`src/rtl/vga_timing_gen.sv`:
```
// Raster timing generator: pixel/line counters, sync pulses, active-area flag and line/frame strobes.
// Optional frame counter enabled by defining VGA_TIMING_FRAMECNT_EN.
module vga_timing_gen #(
   parameter int       H_ACTIVE = 800,
   parameter int       H_FP     = 40,
   parameter int       H_SYNC   = 128,
   parameter int       H_BP     = 88,
   parameter int       V_ACTIVE = 600,
   parameter int       V_FP     = 1,
   parameter int       V_SYNC   = 4,
   parameter int       V_BP     = 23,
   parameter bit       HS_POL   = 1'b1,
   parameter bit       VS_POL   = 1'b1,
   parameter int       CNT_W    = 11
) (
   input  logic             CLK,
   input  logic             rst,
   input  logic             pixEn,
   output logic [CNT_W-1:0] hPos,
   output logic [CNT_W-1:0] vPos,
   output logic             HSYNC,
   output logic             VSYNC,
   output logic             videoOn,
   output logic             lineStart,
   output logic             frameStart
`ifdef VGA_TIMING_FRAMECNT_EN
   ,
   output logic [15:0]      frameCnt
`endif
);

   localparam int H_TOTAL = H_ACTIVE + H_FP + H_SYNC + H_BP;
   localparam int V_TOTAL = V_ACTIVE + V_FP + V_SYNC + V_BP;

   localparam logic [CNT_W-1:0] H_LAST   = CNT_W'(H_TOTAL - 1);
   localparam logic [CNT_W-1:0] V_LAST   = CNT_W'(V_TOTAL - 1);
   localparam logic [CNT_W-1:0] H_ACT    = CNT_W'(H_ACTIVE);
   localparam logic [CNT_W-1:0] V_ACT    = CNT_W'(V_ACTIVE);
   localparam logic [CNT_W-1:0] HS_FIRST = CNT_W'(H_ACTIVE + H_FP);
   localparam logic [CNT_W-1:0] HS_LAST  = CNT_W'(H_ACTIVE + H_FP + H_SYNC - 1);
   localparam logic [CNT_W-1:0] VS_FIRST = CNT_W'(V_ACTIVE + V_FP);
   localparam logic [CNT_W-1:0] VS_LAST  = CNT_W'(V_ACTIVE + V_FP + V_SYNC - 1);

   logic             h_wrap;
   logic [CNT_W-1:0] h_nxt;
   logic [CNT_W-1:0] v_nxt;
   logic             hs_act;
   logic             vs_act;
   logic             von_nxt;
   logic             frame_nxt;

   // Decode from next-state counters so the registered flags line up with hPos/vPos.
   always_comb begin
      h_wrap    = (hPos == H_LAST);
      h_nxt     = h_wrap ? '0 : hPos + 1'b1;
      v_nxt     = vPos;
      if (h_wrap) begin
         v_nxt = (vPos == V_LAST) ? '0 : vPos + 1'b1;
      end
      hs_act    = (h_nxt >= HS_FIRST) && (h_nxt <= HS_LAST);
      vs_act    = (v_nxt >= VS_FIRST) && (v_nxt <= VS_LAST);
      von_nxt   = (h_nxt < H_ACT) && (v_nxt < V_ACT);
      frame_nxt = h_wrap && (v_nxt == '0);
   end

   always_ff @(posedge CLK) begin
      if (rst) begin
         hPos       <= H_LAST;
         vPos       <= V_LAST;
         HSYNC      <= ~HS_POL;
         VSYNC      <= ~VS_POL;
         videoOn    <= 1'b0;
         lineStart  <= 1'b0;
         frameStart <= 1'b0;
      end else if (pixEn) begin
         hPos       <= h_nxt;
         vPos       <= v_nxt;
         HSYNC      <= hs_act ? HS_POL : ~HS_POL;
         VSYNC      <= vs_act ? VS_POL : ~VS_POL;
         videoOn    <= von_nxt;
         lineStart  <= h_wrap;
         frameStart <= frame_nxt;
      end else begin
         // Strobes are one CLK wide whatever the enable duty cycle.
         lineStart  <= 1'b0;
         frameStart <= 1'b0;
      end
   end

`ifdef VGA_TIMING_FRAMECNT_EN
   always_ff @(posedge CLK) begin
      if (rst) begin
         frameCnt <= '0;
      end else if (pixEn && frame_nxt) begin
         frameCnt <= frameCnt + 16'd1;
      end
   end
`endif

endmodule
```
`config.mk`:
```
export PLATFORM = sky130hd
export DESIGN_NAME = vga_timing_gen
export DESIGN_NICKNAME = d
export VERILOG_FILES = /design/src/rtl/vga_timing_gen.sv
export SDC_FILE = /design/constraint.sdc
export NUM_CORES = 1
export LEC_CHECK = 0
export ABC_CLOCK_PERIOD_IN_PS = 3200
export CORE_UTILIZATION = 30
export DETAILED_ROUTE_END_ITERATION = 8
export PLACE_DENSITY = 0.57
export SLEW_MARGIN = 40
export SYNTH_ARGS = -nofsm -noshare
export SYNTH_HDL_FRONTEND = slang
export SYNTH_SLANG_ARGS = --single-unit
```
`constraint.sdc`:
```
create_clock -name CLK -period 3.2 [get_ports CLK]
set_input_delay 0.96 -clock CLK [delete_from_list [all_inputs] [get_ports CLK]]
set_output_delay 0.96 -clock CLK [all_outputs]
set_load 0.05 [all_outputs]
```
Word level (Yosys, flattened, before mapping)
Index checks and enable logic that the tools add are counted.
Operators by class
  $add $sub $neg: 2
  magnitude comparators: 6
  eq/ne operators: 2
  muxes and demuxes: 5
  bitwise logic cells: 1
  reduce and logical (&&, ||, !) cells: 6
Operator list (count)
  $mux 11: 3
  $add 11x1->11 const B: 2
  $ge 11x10->1 const B: 2
  $le 11x10->1 const B: 2
  $lt 11x10->1 const B: 2
  $eq 11x10->1 const B: 1
  $eq 11x11->1 const B: 1
  $logic_not 11->1: 1
  $logic_and 1x1->1: 4
  $mux 1: 2
  $reduce_or 2->1: 1
  $not 1->1: 1
Word-level totals
  register bits after elaboration: 27
  output and inout port bits: 27
  logic and storage cells: 29

Longest topological paths before layout
Gate-level depths: netlist (run 1).
  depth in word-level cells: 6
  mapped depth: 10
  depth with buffers taken out: 7

Worst setup path after synthesis (run 1)
No wires, ideal clock.
  kind: reg-to-reg
  from: register hPos[1]
  to: register VSYNC
  setup time: 69 ps
  arrival: 2480 ps
  required time: 3131 ps
  path slack: 651 ps
  stages on the path, launching flop included: 11
  period minus slack after synthesis: 2549 ps
  cells stage by stage: dfxtp_1 > ha_1 > buf_6 > and4_2 > buf_2 > and3_1 > buf_4 > o2111ai_1 > a221oi_1 > o2111ai_1 > o21ai_1
On the way
  longest elaborated chain between the ends: 5
  elaborated cells on any way between the ends: 6
  those cells by class: order compare: 2; eq/ne: 1; mux: 2; reduce/logical: 1
Ends and longest elaborated chain
  from (decl): line 19  | output logic [CNT_W-1:0] hPos,
  from (signal assigned): line 76  | hPos <= h_nxt;
  $eq 11x11->1 (*): line 54  | h_wrap = (hPos == H_LAST);
  $mux 11 (*): line 57  | if (h_wrap) begin
  $ge 11x10->1 / $le 11x10->1 (equally long branches): line 61  | vs_act = (v_nxt >= VS_FIRST) && (v_nxt <= VS_LAST);
  $logic_and 1x1->1 (*): line 61
  $mux 1 (*): line 79  | VSYNC <= vs_act ? VS_POL : ~VS_POL;
  to (signal assigned): line 71  | VSYNC <= ~VS_POL;
  to (signal assigned): line 79
  to (decl): line 22  | output logic VSYNC,
Every way passes the cells marked *; elsewhere a longest branch is shown, timed or not.
A chain may end at the register's enable or synchronous reset.

Worst setup path in the final report (run 1)
  from: register hPos[1]
  to: register vPos[9]
On the way
  longest elaborated chain between the ends: 2
Ends and longest elaborated chain
  $eq 11x11->1: line 54
  $mux 11: line 57
  to (signal assigned): line 77  | vPos <= v_nxt;
  to (decl): line 20  | output logic [CNT_W-1:0] vPos,
No other way between the ends.

==> reports/qor.txt, run 1 <==
========================================================================================
Number of gates on the worst path with buffers counted                                 7
Tightest Hold Check Type                                                    register to register
Worst slack, placed                                                            0.4696 ns
Upper clock frequency limit                                                   0.3626 GHz
Synthesized net count                                                                266
Number of instances in the synthesized netlist                                       260
Post-route cell area                                                        0.002300 mm^2
Boundary pin count                                                                    30
Initial antenna violation count                                                        0
First-pass GRT wire length                                                      9.087 mm
Aggregate routed wire length                                                    5.460 mm
Largest area contributor in the synthesized netlist                         sky130_fd_sc_hd__dfxtp_1
Pwr Total                                                                       1.125 mW
Filler cell count                                                                    668
FP Rows                                                                               29
Max Transition Viols Final                                                             0
Non-Filler Instances                                                                 350
Number of H-tree levels                                                                1
Data arrival time of the critical path                                           2.93 ns
Horizontal die dimension                                                        83.00 um
Clock tree from TritonCTS                                                            yes
Final Critical Period                                                           2.758 ns
Category of cells accounting for the largest share of critical-path delay   simple AND/OR/NAND/NOR gates
Routability cong.                                                                 0.9252
Antenna violation net count after detailed routing                                     0
Initial DRT Pass Iterations                                                            5
Async SR Flop Fraction                                                                0%
Port buffer count                                                                     29
Number of enable flip-flop cells after synthesis                                       0
Leading post-synthesis cells by cell area                                   sky130_fd_sc_hd__dfxtp_1, sky130_fd_sc_hd__nand2_1, sky130_fd_sc_hd__a21oi_1
Nets                                                                                 280
Clk_lat worst skew                                                               0.28 ns
Req. time, crit path                                                             3.37 ns
Post-Route Setup TNS                                                                0 ns
Top FF cell, synth                                                          sky130_fd_sc_hd__dfxtp_1
Final number of setup-violating endpoints                                              0
Clock slew seen by the registers of the worst setup and hold paths               0.10 ns
Destination of the worst hold path                                          VSYNC$_SDFFE_PP0P_
Cell Area, Synth                                                            0.001968 mm^2
Starting density of the core                                                      31.00%
Crit path cell chain                                                        ha_1, and4_2, and3_1, nand4_1, o21ai_0, nand2_1, a221o_1
List of most frequent post-synthesis cells                                  sky130_fd_sc_hd__nand2_1, sky130_fd_sc_hd__dfxtp_1, sky130_fd_sc_hd__nor2_1
Run status                                                                  finished clean
Top-count cell post-synth                                                   sky130_fd_sc_hd__nand2_1
Setup Fix Bufs, Post-CTS                                                               0
Placed instance area                                                        0.002255 mm^2
Number of distinct library cells after synthesis                                      57
HPWL after detailed placement                                                   3.856 mm
Total of cells resized after clock tree synthesis                                      0
Element type at the critical path end                                           register
Tcrit/Tclk final                                                                  86.19%
Number of buffer and inverter stages on the critical path                              0
Element type at the critical path start                                         register
Mean routed wirelength per cell                                                 15.60 um
Power density of the placed cells                                           489.0 mW/mm^2
Area taken by multi-input logic gates                                       0.001279 mm^2
Worst slew pin tran                                                            0.5201 ns
Average vias per placed instance                                                   5.751
Total congestion overflow after global routing                                         0
Leak                                                                           0.8209 nW
Antenna Cells                                                                          0
Chip Height                                                                     83.00 um
Slack of the worst reg-to-reg path                                               0.44 ns
Placed cells                                                                         346
Maximum root-to-sink buffer count                                                      2
Peak per-stage delay on the critical path                                        0.50 ns
RSZ-0062 raised after global routing                                               false
Final hold slack                                                               0.4488 ns
Kind of critical path                                                       register to register
Startpoint of the lowest-slack register-to-register path                    hPos[1]$_SDFFE_PP1P_
Syn Area/Cell                                                                 7.570 um^2
Slew HR                                                                           65.25%
Number of failing hold endpoints at the final stage                                    0
Vias                                                                                2013
Worst Setup Slack, final                                                       0.4419 ns
Die area                                                                    0.006888 mm^2
R2r worst-path depth                                                                   7
Number of global-route vias before repair                                           1825
Area of the placeable core                                                  0.006350 mm^2
Layout cell share with drive strength beyond 1                                    5.861%
Maximum fanout along the worst path                                                   13
Reg area                                                                      540.5 um^2
Layout Utilization                                                                36.22%
Total Routing Usage GR                                                            15.82%
Hold Crit Start                                                             VSYNC$_SDFFE_PP0P_
CTS root buffer                                                             sky130_fd_sc_hd__clkbuf_8
WHS Path Cells                                                                         2
Worst-path cell with the longest stage delay                                sky130_fd_sc_hd__dfxtp_1
Seq cells post-synth                                                                  27
Area fraction of the dominant cell type after synthesis                           27.46%
Yosys warns                                                                            0
Worst flop-to-flop path endpoint                                            vPos[9]$_SDFFE_PP1P_
Largest net degree at the start of global routing                                     30
Number of DRC markers after the initial detailed-route iteration                     190
DRC                                                                                    0
Area Growth Syn to Fin                                                            16.85%
Share of the yosys chip area belonging to registers                               27.46%
# hold bufs at CTS                                                                     0
TritonCTS buffer count                                                                 3
Worst IR drop on VDD                                                            246.3 uV
Clk sinks                                                                             27
Number of max-cap violations                                                           0
Clock Skew                                                                   0.004339 ns
========================================================================================
==> worst max-delay path by stage <==
stage,to,slack (ns),startpoint
after floorplan,VSYNC$_SDFFE_PP0P_,0.65,hPos[1]$_SDFFE_PP1P_
after global placement,vPos[9]$_SDFFE_PP1P_,0.58,hPos[1]$_SDFFE_PP1P_
after detailed placement,vPos[9]$_SDFFE_PP1P_,0.47,hPos[1]$_SDFFE_PP1P_
after CTS,vPos[9]$_SDFFE_PP1P_,0.45,hPos[1]$_SDFFE_PP1P_
after global routing,frameStart$_SDFF_PP0_,0.09,hPos[1]$_SDFFE_PP1P_
final,vPos[9]$_SDFFE_PP1P_,0.44,hPos[1]$_SDFFE_PP1P_
==> registers in the layout, summed over array words and instances (netlist names) <==
register	cells
videoOn	1
vPos	11
VSYNC	1
lineStart	1
hPos	11
frameStart	1
HSYNC	1
==> cell type report <==
class                      instances  area share [%]
inverter                           5          0.8161
sequential                        27           23.50
tap                               77           4.189
multi-input combinational        204           55.60
timing repair buffer              33           13.93
clock buffer                       4           1.959
==> cells by family after synthesis <==
logic type	after synthesis	share of synthesized area, %
xor+xnor	14	6.230
simple gates	120	33.25
buf+inv	29	7.565
flops	27	27.46
mux	2	1.017
fa+ha+maj	3	1.907
compound gates	65	22.57
==> cell usage in the layout, fill, tap and decap left out, drive strengths merged, types with 3 or more instances in the layout <==
cell type / count
clkbuf: 4
xnor2: 6
o31ai: 4
a221o: 3
o21ai: 14
nor4: 4
nand2b: 3
clkdlybuf4s50: 29
inv: 4
and3: 11
and4: 4
a31oi: 4
buf: 4
nand2: 32
o2111ai: 3
xor2: 8
nor2: 18
a32oi: 3
nor3b: 4
nand4: 6
o211ai: 4
and2: 4
a21oi: 14
or3: 3
ha: 3
dfxtp: 27
nor3: 9
nand3: 15
==> worst register-to-register path: stages, from the launching register on <==
cell and delay, ns:
sky130_fd_sc_hd__dfxtp_1 0.50, sky130_fd_sc_hd__ha_1 0.43, sky130_fd_sc_hd__and4_2 0.42, sky130_fd_sc_hd__and3_1 0.48, sky130_fd_sc_hd__nand4_1 0.28, sky130_fd_sc_hd__o21ai_0 0.19
sky130_fd_sc_hd__nand2_1 0.08, sky130_fd_sc_hd__a221o_1 0.29
==> layer usage <==
metal  wire length [um]  up-vias  global-route usage [%]
met5                  0        -                       0
met4                 44        0                   4.075
met3                249        4                   1.690
met2               2390       59                   23.32
met1               2775      954                   24.23
li1                   -      996                       -
==> power breakdown <==
| part | internal [mW] | switching [mW] |
|---|---|---|
| combinational | 0.172 | 0.324 |
| sequential | 0.364 | 0.0591 |
| clock | 0.0895 | 0.116 |
(Power assumes the default switching activity.)
==> run 2, diff against run 1 <==
--- a/config.mk
+++ b/config.mk
@@ -6,9 +6,9 @@
 export NUM_CORES = 1
 export LEC_CHECK = 0
 export ABC_CLOCK_PERIOD_IN_PS = 3200
+export CAP_MARGIN = 20
 export CORE_UTILIZATION = 30
 export DETAILED_ROUTE_END_ITERATION = 8
-export PLACE_DENSITY = 0.57
 export SLEW_MARGIN = 40
 export SYNTH_ARGS = -nofsm -noshare
 export SYNTH_HDL_FRONTEND = slang
==> run 2 against run 1 <==
  * Critical path depth fell by 6
  * Sequential share of layout area hardly changed
  * Critical endpoint is now vPos[2]
  * Clock skew shrank 0.0010 ns
  * Largest cell class unchanged
  * Flip-flop and latch count unchanged
  * Power fell by 0.67%
  * Clock-buffer cell count down 1
  * Worst hold slack better by 0.021 ns
  * Core utilization about the same
  * Die area unchanged
  * Combinational power fell by 3%
  * Sequential power up 1%
  * Maximum frequency down 2.6%
==> reports/qor.txt, run 2 (synthesized netlist as in run 1, its figures left out) <==
========================================================================================
Nets                                                                                 280   unchanged
Max Transition Viols Final                                                             0   unchanged
Total Routing Usage GR                                                            15.33%   -0.49 points
Crit path cell chain                                                        clkdlybuf4s50_1
Area Growth Syn to Fin                                                            16.91%   about the same
Number of buffer and inverter stages on the critical path                              1   +1
Number of max-cap violations                                                           0   unchanged
Maximum fanout along the worst path                                                   16   +3
Number of H-tree levels                                                                1   unchanged
Mean routed wirelength per cell                                                 14.71 um   -5.7%
Clock tree from TritonCTS                                                            yes
Filler cell count                                                                    659   -1.3%
Initial antenna violation count                                                        0   unchanged
Layout cell share with drive strength beyond 1                                    6.227%   +0.37 points
Die area                                                                    0.006888 mm^2   unchanged
Worst-path cell with the longest stage delay                                sky130_fd_sc_hd__clkdlybuf4s50_1
Final number of setup-violating endpoints                                              0   unchanged
Maximum root-to-sink buffer count                                                      2   unchanged
Tightest Hold Check Type                                                    register to register
Layout Utilization                                                                36.24%   about the same
Req. time, crit path                                                             2.24 ns   -1.13 ns
Tcrit/Tclk final                                                                  88.53%   +2.3 points
Upper clock frequency limit                                                   0.3530 GHz   -2.6%
HPWL after detailed placement                                                   3.631 mm   -5.8%
Chip Height                                                                     83.00 um   unchanged
CTS root buffer                                                             sky130_fd_sc_hd__clkbuf_8
DRC                                                                                    0   unchanged
Area taken by multi-input logic gates                                       0.001279 mm^2   unchanged
Total of cells resized after clock tree synthesis                                      0   unchanged
Final Critical Period                                                           2.833 ns   +0.07498 ns
Most used cells in the layout excluding fill and tap cells                  sky130_fd_sc_hd__nand2_1, sky130_fd_sc_hd__clkdlybuf4s50_1, sky130_fd_sc_hd__dfxtp_1
Post-Route Setup TNS                                                                0 ns   unchanged
Run status                                                                  finished clean
Port buffer count                                                                     29   unchanged
Clk_lat worst skew                                                               0.28 ns   about the same
Initial DRT Pass Iterations                                                            4   -1
TritonCTS buffer count                                                                 3   unchanged
Starting density of the core                                                      31.00%   unchanged
Worst slew pin tran                                                            0.5534 ns   +0.03331 ns
Element type at the critical path end                                       primary output
Peak per-stage delay on the critical path                                        0.91 ns   +0.41 ns
Kind of critical path                                                       register to primary output
Average vias per placed instance                                                   5.543   -3.6%
Non-Filler Instances                                                                 350   unchanged
Antenna Cells                                                                          0   unchanged
Total congestion overflow after global routing                                         0   unchanged
Leak                                                                           0.8236 nW   +0.33%
First-pass GRT wire length                                                      8.714 mm   -4.1%
Setup Fix Bufs, Post-CTS                                                               0   unchanged
Largest net degree at the start of global routing                                     30   unchanged
Reg area                                                                      540.5 um^2   unchanged
RSZ-0062 raised after global routing                                               false
Worst IR drop on VDD                                                            149.6 uV   -39%
Vias                                                                                1940   -3.6%
Category of cells accounting for the largest share of critical-path delay   buffers and inverters
Clk sinks                                                                             27   unchanged
Boundary pin count                                                                    30   unchanged
Routability cong.                                                                 0.8861   -4.2%
Element type at the critical path start                                         register
Number of global-route vias before repair                                           1754   -3.9%
Area of the placeable core                                                  0.006350 mm^2   unchanged
Clock slew seen by the registers of the worst setup and hold paths               0.10 ns   about the same
Largest registers                                                           hPos (11), vPos (11)
Number of DRC markers after the initial detailed-route iteration                     229   +21%
FP Rows                                                                               29   unchanged
Antenna violation net count after detailed routing                                     0   unchanged
Power density of the placed cells                                           485.5 mW/mm^2   -0.73%
Most common library cell in the layout ignoring fill and taps               sky130_fd_sc_hd__nand2_1
Horizontal die dimension                                                        83.00 um   unchanged
Aggregate routed wire length                                                    5.149 mm   -5.7%
Data arrival time of the critical path                                           1.87 ns   -1.06 ns
Number of failing hold endpoints at the final stage                                    0   unchanged
Clock Skew                                                                   0.003329 ns   -0.001010 ns
# hold bufs at CTS                                                                     0   unchanged
Slew HR                                                                           63.06%   -2.2 points
Placed cells                                                                         346   unchanged
========================================================================================
[run 2: cell types whose count changed in the layout (fill, tap and decap cells not counted)]
cell                       change
sky130_fd_sc_hd__clkbuf_1      -1
sky130_fd_sc_hd__clkinv_2      +1
[run 2: power breakdown]
group,switching (mW),internal [mW],total (mW)
clock,0.119,0.0877,0.207
combinational,0.312,0.170,0.482
sequential,0.0647,0.364,0.429
[run 2: final timing paths]
kind | start | end | slack (ns) | cells past startpoint
worst max register to register | hPos[0]$_SDFFE_PP1P_ | frameStart$_SDFF_PP0_ | 0.41 | 8
worst min-delay path | VSYNC$_SDFFE_PP0P_ | VSYNC$_SDFFE_PP0P_ | 0.47 | 2
worst min register to register | VSYNC$_SDFFE_PP0P_ | VSYNC$_SDFFE_PP0P_ | 0.47 | 2
worst max-delay path | vPos[2]$_SDFFE_PP0P_ | vPos[2] | 0.37 | 1
[run 2: routing by layer]
layer	track usage (%)	vias to the layer above	routed length, um
met5	0	-	0
met4	4.232	0	67
met3	2.187	7	239
met2	23.55	55	2331
met1	22.26	888	2510
li1	-	990	-
[run 2: cell type report]
type                       instances  area share (%)
multi-input combinational        204           55.57
sequential                        27           23.49
clock buffer                       3           1.794
inverter                           5          0.8157
tap                               77           4.187
timing repair buffer              33           13.92
clock inverter                     1          0.2175
[run 2: metrics by stage]
step	area, um^2	setup slack [ns]	power, mW	hold WS [ns]
3_3_place_gp	2255	0.4760	0.9154	0.4484
2_1_floorplan	1968	0.6512	0.7943	0.6585
3_5_place_dp	2255	0.4890	0.9148	0.4591
5_1_grt	2301	0.1448	1.189	0.5027
6_report	2301	0.3669	1.117	0.4702
4_1_cts	2301	0.3613	1.122	0.4749
==> run 3, diff against run 2 <==
--- a/config.mk
+++ b/config.mk
@@ -5,7 +5,7 @@
 export SDC_FILE = /design/constraint.sdc
 export NUM_CORES = 1
 export LEC_CHECK = 0
-export ABC_CLOCK_PERIOD_IN_PS = 3200
+export ABC_CLOCK_PERIOD_IN_PS = 2600
 export CAP_MARGIN = 20
 export CORE_UTILIZATION = 30
 export DETAILED_ROUTE_END_ITERATION = 8
==> constraint.sdc (replaced) <==
create_clock -name CLK -period 2.6 [get_ports CLK]
set_input_delay 0.78 -clock CLK [delete_from_list [all_inputs] [get_ports CLK]]
set_output_delay 0.78 -clock CLK [all_outputs]
set_load 0.05 [all_outputs]
==> run 3 against run 2 <==
  * Non-clock buffer count increased by 10
  * Worst setup slack got worse by 0.30 ns
  * Sequential share of layout area decreased by 0.68 points
  * Clock power increased by 24%
  * Flip-flop and latch count unchanged
  * Clock-buffer cell count increased by 1
  * Critical path depth unchanged
  * Via count increased by 1.7%
  * Critical path type unchanged
  * Core utilization increased by 1.1 points
  * Cell area increased by 3.0%
==> reports/qor.txt, run 3 (synthesized netlist as in run 1, its figures left out) <==
========================================================================================
Layout cell share with drive strength beyond 1                                    9.894%   +3.7 points
Switching share of total power                                                    44.01%   -0.33 points
Routability cong.                                                                 0.8435   -4.8%
Maximum root-to-sink buffer count                                                      2   unchanged
Placed cells                                                                         356   +2.9%
Total of cells resized after clock tree synthesis                                      0   unchanged
Antenna Cells                                                                          0   unchanged
CTS root buffer                                                             sky130_fd_sc_hd__clkbuf_8
Nets                                                                                 290   +3.6%
Number of buffer and inverter stages on the critical path                              1   unchanged
Max Transition Viols Final                                                             0   unchanged
# hold bufs at CTS                                                                     0   unchanged
Category of cells accounting for the largest share of critical-path delay   buffers and inverters
Initial antenna violation count                                                        0   unchanged
Boundary pin count                                                                    30   unchanged
TritonCTS buffer count                                                                 3   unchanged
Element type at the critical path end                                       primary output
Power density of the placed cells                                           595.0 mW/mm^2   +23%
Leak                                                                           0.8709 nW   +5.7%
Cell-internal power                                                             789.4 uW   +27%
Combinational share of power                                                       45.0%   +1.9 points
Number of max-cap violations                                                           0   unchanged
Maximum fanout along the worst path                                                   10   -6
Initial DRT Pass Iterations                                                            4   unchanged
Number of global-route vias before repair                                           1716   -2.2%
Total Routing Usage GR                                                            15.74%   +0.41 points
Setup Fix Bufs, Post-CTS                                                               0   unchanged
Final number of setup-violating endpoints                                              0   unchanged
RSZ-0062 raised after global routing                                               false
Clock tree from TritonCTS                                                            yes
Number of H-tree levels                                                                1   unchanged
Aggregate routed wire length                                                    5.448 mm   +5.8%
Tcrit/Tclk final                                                                  97.32%
Number of failing hold endpoints at the final stage                                    0   unchanged
Run status                                                                  finished clean
Portion of total power attributed to sequential cells                              36.8%   -1.6 points
Tightest Hold Check Type                                                    register to register
Die area                                                                    0.006888 mm^2   unchanged
Post-Route Setup TNS                                                                0 ns   unchanged
Final hold slack                                                               0.4619 ns   -0.008301 ns
Clock slew seen by the registers of the worst setup and hold paths               0.10 ns   about the same
HPWL after detailed placement                                                   3.964 mm   +9.2%
Horizontal die dimension                                                        83.00 um   unchanged
Most used cells in the layout excluding fill and tap cells                  sky130_fd_sc_hd__nand2_1, sky130_fd_sc_hd__dfxtp_1, sky130_fd_sc_hd__clkdlybuf4s50_1
Antenna violation net count after detailed routing                                     0   unchanged
FP Rows                                                                               29   unchanged
Mean routed wirelength per cell                                                 15.13 um   +2.9%
Clk sinks                                                                             27   unchanged
Chip Height                                                                     83.00 um   unchanged
Number of DRC markers after the initial detailed-route iteration                     148   -35%
Crit path cell chain                                                        clkdlybuf4s50_1
Largest net degree at the start of global routing                                     30   unchanged
Most common library cell in the layout ignoring fill and taps               sky130_fd_sc_hd__nand2_1
Element type at the critical path start                                         register
Filler cell count                                                                    660   +0.15%
Switching power                                                                 620.6 uW   +25%
Worst slew pin tran                                                            0.5025 ns   -0.05090 ns
Pwr Total                                                                       1.410 mW   +26%
Worst-path cell with the longest stage delay                                sky130_fd_sc_hd__clkdlybuf4s50_1
First-pass GRT wire length                                                      8.873 mm   +1.8%
Non-Filler Instances                                                                 360   +2.9%
Clk_lat worst skew                                                               0.28 ns   about the same
Clock network fraction of design power                                             18.2%   -0.3 points
Total congestion overflow after global routing                                         0   unchanged
Average vias per placed instance                                                   5.481   -1.1%
Req. time, crit path                                                             1.82 ns   -0.42 ns
Clock Skew                                                                   0.003044 ns   -0.0002851 ns
Starting density of the core                                                      31.00%   unchanged
Kind of critical path                                                       register to primary output
Data arrival time of the critical path                                           1.75 ns   -0.12 ns
Area of the placeable core                                                  0.006350 mm^2   unchanged
Worst IR drop on VDD                                                            218.6 uV   +46%
Port buffer count                                                                     29   unchanged
Final Critical Period                                                           2.530 ns
Area Growth Syn to Fin                                                            20.41%
DRC                                                                                    0   unchanged
Vias                                                                                1973   +1.7%
Upper clock frequency limit                                                   0.3952 GHz
Slew HR                                                                           66.40%   +3.3 points
Largest registers                                                           hPos (11), vPos (11)
Peak per-stage delay on the critical path                                        0.88 ns   -0.03 ns
========================================================================================
[run 3: cell types whose count changed in the layout (fill, tap and decap cells not counted), sizes merged]
cell and delta:
clkdlybuf4s50 -2, buf +12, clkbuf +1, clkinv -1
[run 3: worst register-to-register path: stages (launching register included)]
cell	delay, ns
sky130_fd_sc_hd__dfxtp_1	0.42
sky130_fd_sc_hd__nor3_2	0.47
sky130_fd_sc_hd__and3_1	0.46
sky130_fd_sc_hd__nand4_1	0.30
sky130_fd_sc_hd__o21ai_0	0.20
sky130_fd_sc_hd__o21bai_1	0.13
sky130_fd_sc_hd__nor4_1	0.26
[run 3: area by class of cell]
type	instances	area (um^2)	area share, %
Tap cell	77	96.34	4.065
Inverter	5	18.77	0.7920
Sequential cell	27	540.5	22.81
Timing Repair Buffer	43	390.4	16.47
Multi-Input combinational cell	204	1279	53.96
Clock buffer	4	45.04	1.901
[run 3: worst paths after layout]
kind,startpoint,endpoint,slack [ns],cells after the start
max,vPos[6]$_SDFFE_PP1P_,vPos[6],0.07,1
min,VSYNC$_SDFFE_PP0P_,VSYNC$_SDFFE_PP0P_,0.46,2
max reg2reg,hPos[5]$_SDFFE_PP0P_,frameStart$_SDFF_PP0_,0.27,6
min reg2reg,VSYNC$_SDFFE_PP0P_,VSYNC$_SDFFE_PP0P_,0.46,2
[run 3: metal layers]
layer / vias up / GRT usage, % / wire length (um)
li1: 1009 / - / -
met1: 901 / 23.03 / 2672
met2: 52 / 23.70 / 2422
met3: 11 / 1.392 / 237
met4: 0 / 6.270 / 115
met5: - / 0 / 0
[run 3: power by group through the flow]
stage	registers [mW]	logic [mW]	clock network [mW]
2_1_floorplan	0.614	0.364	0
3_3_place_gp	0.527	0.625	0
3_5_place_dp	0.527	0.627	0
4_1_cts	0.518	0.630	0.260
5_1_grt	0.528	0.694	0.277
6_report	0.519	0.634	0.257
[run 3: through the flow]
stage / setup WS (ns) / util [%] / cell area [um^2]
3_5_place_dp: 0.2674 / 36.61 / 2325
6_report: 0.06963 / 37.32 / 2370
4_1_cts: 0.09281 / 37.32 / 2370
5_1_grt: 0.02097 / 37.32 / 2370
3_3_place_gp: 0.2891 / 36.61 / 2325
2_1_floorplan: 0.05116 / - / 1968
